===== src/rtl/if_else_share_pkg.sv =====
// Shared types and default constants for the if/else datapath sharing controller.
package if_else_share_pkg;

    localparam int DEF_NUM_REQ    = 2;
    localparam int DEF_DATA_W     = 32;
    localparam int DEF_DP_LATENCY = 3;
    // Wide enough for the largest supported requester count (8).
    localparam int TAG_ID_W       = 3;

    typedef enum logic [1:0] {
        ST_RUN     = 2'd0,
        ST_DRAIN   = 2'd1,
        ST_DRAINED = 2'd2
    } state_t;

    typedef struct packed {
        logic                valid;
        logic [TAG_ID_W-1:0] id;
    } tag_t;

endpackage


===== src/rtl/if_else_share_ctrl_rr_arbiter.sv =====
// Round-robin arbiter: grants the first active request at or above ptr (with wrap).
module rr_arbiter
    import if_else_share_pkg::*;
#(
    parameter int NUM_REQ = DEF_NUM_REQ,
    parameter int ID_W    = (NUM_REQ > 1) ? $clog2(NUM_REQ) : 1
) (
    input  logic               clk,
    input  logic               reset,
    input  logic [NUM_REQ-1:0] req,
    input  logic               advance,
    output logic [NUM_REQ-1:0] gnt,
    output logic [ID_W-1:0]    ptr
);

    logic [ID_W-1:0] ptr_r;
    logic [ID_W-1:0] gnt_idx_s;
    logic [ID_W-1:0] ptr_nxt_s;
    logic [ID_W:0]   idx_s;
    logic            found_s;

    // Search upward from the pointer, wrapping at NUM_REQ.
    always_comb begin
        gnt       = '0;
        gnt_idx_s = '0;
        found_s   = 1'b0;
        idx_s     = '0;
        for (int k = 0; k < NUM_REQ; k++) begin
            idx_s = {1'b0, ptr_r} + (ID_W+1)'(k);
            if (idx_s >= (ID_W+1)'(NUM_REQ)) begin
                idx_s = idx_s - (ID_W+1)'(NUM_REQ);
            end else begin
                idx_s = idx_s;
            end
            if (!found_s && req[idx_s[ID_W-1:0]]) begin
                found_s                 = 1'b1;
                gnt[idx_s[ID_W-1:0]]    = 1'b1;
                gnt_idx_s               = idx_s[ID_W-1:0];
            end else begin
                found_s = found_s;
            end
        end
    end

    // Pointer moves just past the winner.
    always_comb begin
        if (gnt_idx_s == ID_W'(NUM_REQ - 1)) begin
            ptr_nxt_s = '0;
        end else begin
            ptr_nxt_s = gnt_idx_s + ID_W'(1);
        end
    end

    // Pointer register, updated only on a completed handshake.
    always_ff @(posedge clk) begin
        if (reset) begin
            ptr_r <= '0;
        end else if (advance) begin
            ptr_r <= ptr_nxt_s;
        end else begin
            ptr_r <= ptr_r;
        end
    end

    assign ptr = ptr_r;

endmodule


===== src/rtl/if_else_share_ctrl.sv =====
// Shares one fixed-latency if/else datapath between NUM_REQ requesters, with
// round-robin issue, an id tag pipe for response routing, and a flush/drain mode.
module if_else_share_ctrl
    import if_else_share_pkg::*;
#(
    parameter int NUM_REQ    = DEF_NUM_REQ,
    parameter int DATA_W     = DEF_DATA_W,
    parameter int DP_LATENCY = DEF_DP_LATENCY,
    parameter int ID_W       = (NUM_REQ > 1) ? $clog2(NUM_REQ) : 1
) (
    input  logic                      clk,
    input  logic                      reset,
    input  logic [NUM_REQ-1:0]        req_valid,
    output logic [NUM_REQ-1:0]        req_ready,
    input  logic [NUM_REQ*DATA_W-1:0] req_a,
    input  logic [NUM_REQ*DATA_W-1:0] req_b,
    output logic                      dp_vld,
    output logic [DATA_W-1:0]         dp_a,
    output logic [DATA_W-1:0]         dp_b,
    input  logic [DATA_W-1:0]         dp_result,
    output logic                      rsp_valid,
    output logic [ID_W-1:0]           rsp_id,
    output logic [DATA_W-1:0]         rsp_data,
    input  logic                      flush,
    output logic                      flush_done,
    output logic                      busy
);

    state_t              state_r;
    state_t              state_nxt_s;
    logic [NUM_REQ-1:0]  arb_req_s;
    logic [NUM_REQ-1:0]  gnt_s;
    logic [ID_W-1:0]     ptr_s;
    logic [ID_W-1:0]     gnt_id_s;
    logic                hs_s;
    logic [DATA_W-1:0]   sel_a_s;
    logic [DATA_W-1:0]   sel_b_s;
    logic [ID_W-1:0]     dp_id_r;
    tag_t                tag_r [DP_LATENCY];
    logic                tags_busy_s;
    logic                busy_s;
    // Pointer is kept visible on the arbiter for debug; the top does not need it.
    logic                unused_ptr_s;

    assign unused_ptr_s = ^ptr_s;
    assign arb_req_s    = (state_r == ST_RUN) ? req_valid : '0;
    assign req_ready    = gnt_s;
    assign hs_s         = |gnt_s;

    rr_arbiter #(
        .NUM_REQ (NUM_REQ),
        .ID_W    (ID_W)
    ) u_arb (
        .clk     (clk),
        .reset   (reset),
        .req     (arb_req_s),
        .advance (hs_s),
        .gnt     (gnt_s),
        .ptr     (ptr_s)
    );

    // Operand mux and id encode from the one-hot grant.
    always_comb begin
        sel_a_s  = '0;
        sel_b_s  = '0;
        gnt_id_s = '0;
        for (int i = 0; i < NUM_REQ; i++) begin
            if (gnt_s[i]) begin
                sel_a_s  = req_a[i*DATA_W +: DATA_W];
                sel_b_s  = req_b[i*DATA_W +: DATA_W];
                gnt_id_s = ID_W'(i);
            end else begin
                gnt_id_s = gnt_id_s;
            end
        end
    end

    // In-flight detection over the issue register and every tag stage.
    always_comb begin
        tags_busy_s = 1'b0;
        for (int k = 0; k < DP_LATENCY; k++) begin
            tags_busy_s = tags_busy_s | tag_r[k].valid;
        end
    end

    assign busy_s = dp_vld | tags_busy_s;
    assign busy   = busy_s;

    // Flush FSM next-state.
    always_comb begin
        state_nxt_s = state_r;
        case (state_r)
            ST_RUN: begin
                if (flush) state_nxt_s = ST_DRAIN;
                else       state_nxt_s = ST_RUN;
            end
            ST_DRAIN: begin
                if (!busy_s) state_nxt_s = ST_DRAINED;
                else         state_nxt_s = ST_DRAIN;
            end
            ST_DRAINED: begin
                if (!flush) state_nxt_s = ST_RUN;
                else        state_nxt_s = ST_DRAINED;
            end
            default: state_nxt_s = ST_RUN;
        endcase
    end

    // FSM state and registered flush_done.
    always_ff @(posedge clk) begin
        if (reset) begin
            state_r    <= ST_RUN;
            flush_done <= 1'b0;
        end else begin
            state_r    <= state_nxt_s;
            flush_done <= (state_nxt_s == ST_DRAINED);
        end
    end

    // Issue register; operands hold when nothing is granted.
    always_ff @(posedge clk) begin
        if (reset) begin
            dp_vld  <= 1'b0;
            dp_a    <= '0;
            dp_b    <= '0;
            dp_id_r <= '0;
        end else if (hs_s) begin
            dp_vld  <= 1'b1;
            dp_a    <= sel_a_s;
            dp_b    <= sel_b_s;
            dp_id_r <= gnt_id_s;
        end else begin
            dp_vld  <= 1'b0;
        end
    end

    // Tag pipe fed from the issue register so its exit lines up with dp_result.
    always_ff @(posedge clk) begin
        if (reset) begin
            for (int k = 0; k < DP_LATENCY; k++) begin
                tag_r[k] <= '0;
            end
        end else begin
            tag_r[0].valid <= dp_vld;
            tag_r[0].id    <= TAG_ID_W'(dp_id_r);
            for (int k = 1; k < DP_LATENCY; k++) begin
                tag_r[k] <= tag_r[k-1];
            end
        end
    end

    // Response register captures the datapath result when a tag exits.
    always_ff @(posedge clk) begin
        if (reset) begin
            rsp_valid <= 1'b0;
            rsp_id    <= '0;
            rsp_data  <= '0;
        end else if (tag_r[DP_LATENCY-1].valid) begin
            rsp_valid <= 1'b1;
            rsp_id    <= ID_W'(tag_r[DP_LATENCY-1].id);
            rsp_data  <= dp_result;
        end else begin
            rsp_valid <= 1'b0;
        end
    end

endmodule


===== config.mk =====
export PLATFORM = sky130hd
export DESIGN_NAME = if_else_share_ctrl
export DESIGN_NICKNAME = d
export VERILOG_FILES = /design/src/rtl/if_else_share_pkg.sv /design/src/rtl/if_else_share_ctrl_rr_arbiter.sv /design/src/rtl/if_else_share_ctrl.sv
export SDC_FILE = /design/constraint.sdc
export NUM_CORES = 1
export LEC_CHECK = 0
export ABC_CLOCK_PERIOD_IN_PS = 2000
export BUFFER_PORTS_ARGS = -buffer_cell sky130_fd_sc_hd__buf_2
export CAP_MARGIN = 30
export CORE_MARGIN = 2
export CORE_UTILIZATION = 45
export CTS_BUF_LIST = sky130_fd_sc_hd__clkbuf_8
export DETAILED_ROUTE_END_ITERATION = 6
export HOLD_SLACK_MARGIN = 0.06
export PLACE_DENSITY_LB_ADDON = 0.3
export SLEW_MARGIN = 15
export SYNTH_ARGS = -nofsm -noshare
export SYNTH_HDL_FRONTEND = slang
export SYNTH_SLANG_ARGS = --single-unit

===== constraint.sdc =====
create_clock -name clk -period 2 [get_ports clk]
set_input_delay 0.4 -clock clk [delete_from_list [all_inputs] [get_ports clk]]
set_output_delay 0.4 -clock clk [all_outputs]
set_load 0.05 [all_outputs]

Word level (Yosys, flattened, before mapping):

Memories as Yosys holds them, arrays and structs flattened.
Cells that the tools add are included.

* equality and inequality tests: 3
* add/sub/neg operators: 4
* reduce and logical (&&, ||, !) cells: 6
* bitwise operators: 8
* mux-type cells: 35
* order comparisons: 6

Operators by type and width (number)
* two-way mux 32 bit: 4
* two-way mux 1 bit: 20
* two-way mux 2 bit: 5
* two-way mux 4 bit: 2
* bitwise OR 1 bit: 7
* case mux 2 bit (3 select lines): 1
* equality test 2 bit, second input constant: 2
* less-than comparator 1 x 2 -> 1 bit, second input constant: 2
* logical AND 1 bit: 3
* two-way mux 3 bit: 1
* adder 1 x 1 -> 2 bit, second input constant: 1
* demux 1 bit (select 1 bit): 2
* equality test 2 x 1 -> 1 bit, second input constant: 1
* greater-or-equal comparator 1 bit, second input constant: 2
* greater-or-equal comparator 1 x 2 -> 1 bit, second input constant: 1
* greater-or-equal comparator 2 bit, second input constant: 1
* logical NOT 2 bit: 1
* bitwise OR 2 bit: 1
* OR reduction 2 bit: 1
* subtractor 1 bit, second input constant: 2
* adder 1 bit, second input constant: 1
* logical NOT 1 bit: 1

* register bits after elaboration: 104
* RAM bits: 12
* memories: 1
* logic and storage cells: 73
* output and inout bits: 103

Memory list
* tag_r: depth 3, width 4, rd ports 3, clocked after memory_dff 0, write ports 3, RTL line if_else_share_ctrl.sv:39 `tag_t tag_r [DP_LATENCY];`

Logic depth before layout (Yosys ltp):

* word-level depth: 11
* mapped depth: 6
* gate-level depth less buffers: 3

Modules after synthesis:

Synthesis repeated with hierarchy kept, for this count alone.

* cell total of the unflattened synthesis: 433
* area, all modules: 4619.4 sq um

Modules (own cells, without submodules)
* if_else_share_ctrl: instances 1, cells an instance 427, area an instance 4565.6 sq um, sequential area each 2182.1 sq um
* rr_arbiter: instances 1, cells an instance 6, area an instance 53.8 sq um, sequential area each 20.0 sq um

Worst setup path after synthesis:

OpenSTA, ideal clock, no wires.

* path type: in2out
* from: input req_valid[0]
* to: output req_ready[0]
* stages on the path: 4
* data arrival time: 1.864 ns
* slack: -0.264 ns
* data required time: 1.600 ns
* buffers on the path: 2
* cells stage by stage: or3b_1 > buf_2 > buf_2 > a21oi_1

* longest elaborated chain between the ends: 7
* elaborated cells on any way between the ends: 11

Ends and longest elaborated chain
* start: declaration: RTL line if_else_share_ctrl.sv:13 `input logic [NUM_REQ-1:0] req_valid,`
* two-way mux 2 bit (*): RTL line if_else_share_ctrl.sv:46 `assign arb_req_s = (state_r == ST_RUN) ? req_valid : '0;`
* two-way mux 1 bit (not written as such) (2 in series): RTL line if_else_share_ctrl_rr_arbiter.sv:35 `if (!found_s && req[idx_s[ID_W-1:0]]) begin`
* two-way mux 1 bit: RTL line if_else_share_ctrl_rr_arbiter.sv:35
* logical NOT 1 bit: RTL line if_else_share_ctrl_rr_arbiter.sv:35
* logical AND 1 bit: RTL line if_else_share_ctrl_rr_arbiter.sv:35
* two-way mux 2 bit (*): RTL line if_else_share_ctrl_rr_arbiter.sv:35
* end: declaration: RTL line if_else_share_ctrl.sv:14 `output logic [NUM_REQ-1:0] req_ready,`

Mark *: on every way between the ends. The rest lies on a longest branch, timed or not. The select of a mux whose other input is x is not followed.

==> impl_metrics.json <==
{
  "track_usage": 0.2494,
  "clockBufferDepth": 2,
  "synth_area_leaders": "dfxtp_1, a211oi_1, nor4_1",
  "synth.distinct_cells": 21,
  "fin_hold_ws_ps": 253.0,
  "dieArea_um2": 11190,
  "critPathLaunchType": "flop",
  "synth-compound-area-share": 0.1799,
  "path_cells": "nor4_1 > inv_1 > buf_2",
  "placed_cells": 882,
  "core_um2": 10180,
  "drive_gt1_frac": 0.4081,
  "dpl.hpwl_mm": 9.970,
  "yosys_register_bits": 110,
  "cts_sinks": 110,
  "clock_latency_ps": 370,
  "synth_top_area_cell": "dfxtp_1",
  "num_rows": 37,
  "cp_slowest_cell": "nor4_1",
  "hold_path.startpoint": "dp_result[21]",
  "fin_crit_ps": 1891,
  "area.sequential_um2": 2208,
  "leakagePower_uw": 0.002756,
  "worstSetupPathType": "reg -> out",
  "synth_top_family_by_area": "simple AND/OR/NAND/NOR gates",
  "firstDrtPassIters": 4,
  "reg2reg_depth": 3,
  "die_w_um": 105.8,
  "crit_arrival_ps": 1490,
  "multiInputGateArea_um2": 2170,
  "final_common_cell": "buf_2",
  "rsz0062_at_grt": "false",
  "area_delta_synth_final_pct": 35.11,
  "cts-root-buf": "clkbuf_8",
  "wl_per_cell_um": 16.23,
  "peakVddDrop_mv": 0.4787,
  "die_h_um": 105.8,
  "slowest_delay_ps": 480,
  "fin_skew_ps": 14.31,
  "grt_max_degree": 66,
  "slew_headroom": 0.6411,
  "setup_viol": 0,
  "port-buffer-count": 267,
  "syn_nets": 693,
  "crit_start": "tag_r[0][11]",
  "cts_tree": "done",
  "cp-end-kind": "output port",
  "cts_htree_levels": 3,
  "nets": 922,
  "synth_top_area_frac": 0.4725,
  "maxSlewViolCount": 0,
  "routed_via_density": 5.641,
  "dr.first_iter.drc_count": 370,
  "yosysWarnings": 0,
  "drc_errors": 0,
  "fin_setup_tns_ps": 0,
  "clk_pin_slew_ps": 130,
  "ioPinCount": 268,
  "cts_made_buffers": 9,
  "whs_path_depth": 3,
  "finish.utilization": 0.6183,
  "fill_cells": 906,
  "layout_common_cells": "buf_2, dfxtp_1, a21oi_1, nor4_1",
  "ant_nets": 0,
  "cap_violations": 0,
  "holdCritPathClass": "in -> reg",
  "place_congestion": 0.7814,
  "vias": 5066,
  "start_util": 0.4576,
  "hold_viol": 0,
  "grt_pass1_wl_mm": 22.96,
  "required_ps": 1600,
  "avgSynthCellArea_um2": 8.827,
  "worst_pin_slew_ps": 538.4,
  "r2r_end": "dp_a[8]",
  "synthSimpleGateAreaFrac": 0.2091,
  "antenna_found_initial": 0,
  "overflow": 0,
  "reg2reg_slack_ps": 410,
  "hold_end": "rsp_data[21]",
  "synth_xor_area_frac": 0,
  "grt_pass1_vias": 4713,
  "synthCells": 528,
  "path_buf_inv": 2,
  "syn_area_um2": 4661,
  "wirelength_mm": 14.57,
  "synth.area.mux_share": 0.07087,
  "fin_crit_sh": 0.9457,
  "cp_top_family": "simple AND/OR/NAND/NOR gates",
  "fin_cells": 898,
  "antenna_cells": 0,
  "yosysSeqAreaShare": 0.4725,
  "cp_max_fo": 3,
  "power.density_nw_per_um2": 917.1,
  "status": "complete, no violations",
  "fmax_mhz": 528.7,
  "synthAdderAreaFrac": 0
}
[layout make-up]
type,count,share of cell area
clock buffer,9,0.01967
clock inverter,7,0.01411
inverter,1,0.0005961
multi-input combinational,350,0.3445
sequential,110,0.3507
tap,136,0.02702
timing repair buffer,285,0.2434
[kinds of logic after synthesis]
group,after synthesis
AOI/OAI and AO/OA,134
buffers and inverters,68
DFF,110
muxes,33
and+or+nand+nor,183
[synth_stat cells]
library cell and count:
dfxtp_1 110, a21oi_1 68, nor4_1 65, a211oi_1 64, nor3_1 64, nor2_1 39, clkbuf_1 37, mux2i_1 33
buf_2 21, nor2b_1 8, buf_1 4, buf_6 4, nand3b_1 2, or3b_1 2, a2111oi_0 1, a2bb2oi_1 1
buf_4 1, inv_1 1, nand2_1 1, nor4b_1 1, or2_2 1
[stage by stage]
stage	setup slack [ps]	power (uW)	instance area, um^2
after detailed placement	163.5	4422	6065
after global placement	176.9	4388	6065
final	108.6	5775	6297
after CTS	14.46	5822	6286
after floorplan	49.09	3889	4664
after global routing	17.80	6060	6297
[flip-flops by register name (all words and copies together) (netlist names), named ones only]
| signal | count |
|---|---|
| dp_a | 32 |
| dp_b | 32 |
| rsp_data | 32 |
| tag_r | 6 |
| state_r | 2 |
| dp_id_r | 1 |
| dp_vld | 1 |
| flush_done | 1 |
| rsp_id | 1 |
| rsp_valid | 1 |
[power by group]
group	internal [uW]	switching [uW]	total, uW
clock network	519	875	1390
logic	543	1330	1870
registers	2400	114	2510
[worst max path at each step]
stage / to / slack (ps) / cells past startpoint
CTS: req_ready[1] / 10 / 3
detailed placement: dp_a[8] / 160 / 6
global route: busy / 20 / 3
floorplan: req_ready[0] / 50 / 4
finish: busy / 110 / 3
global placement: req_ready[0] / 180 / 4
[worst register-to-register path: stages, from the launching register on]
cell      delay (ps)
dfxtp_2          590
buf_4            450
a211oi_1         170
nor4_1           300
[repair_timing]
action / CTS / global route
setup endpoints to repair: 2 / 1
hold buffers: 0 / 0
setup buffers: 0 / 0
hold endpoints to repair: 0 / 0
gates resized for setup: 4 / 4
[metal layers]
metal,vias to the layer above,GRT usage,routed length (um)
met5,-,0,0
met4,0,0.08553,338
met3,29,0.05071,1160
met2,262,0.4203,6975
met1,2336,0.3179,6098
li1,2439,-,-
Note: power is estimated with default switching activity, not from simulation.
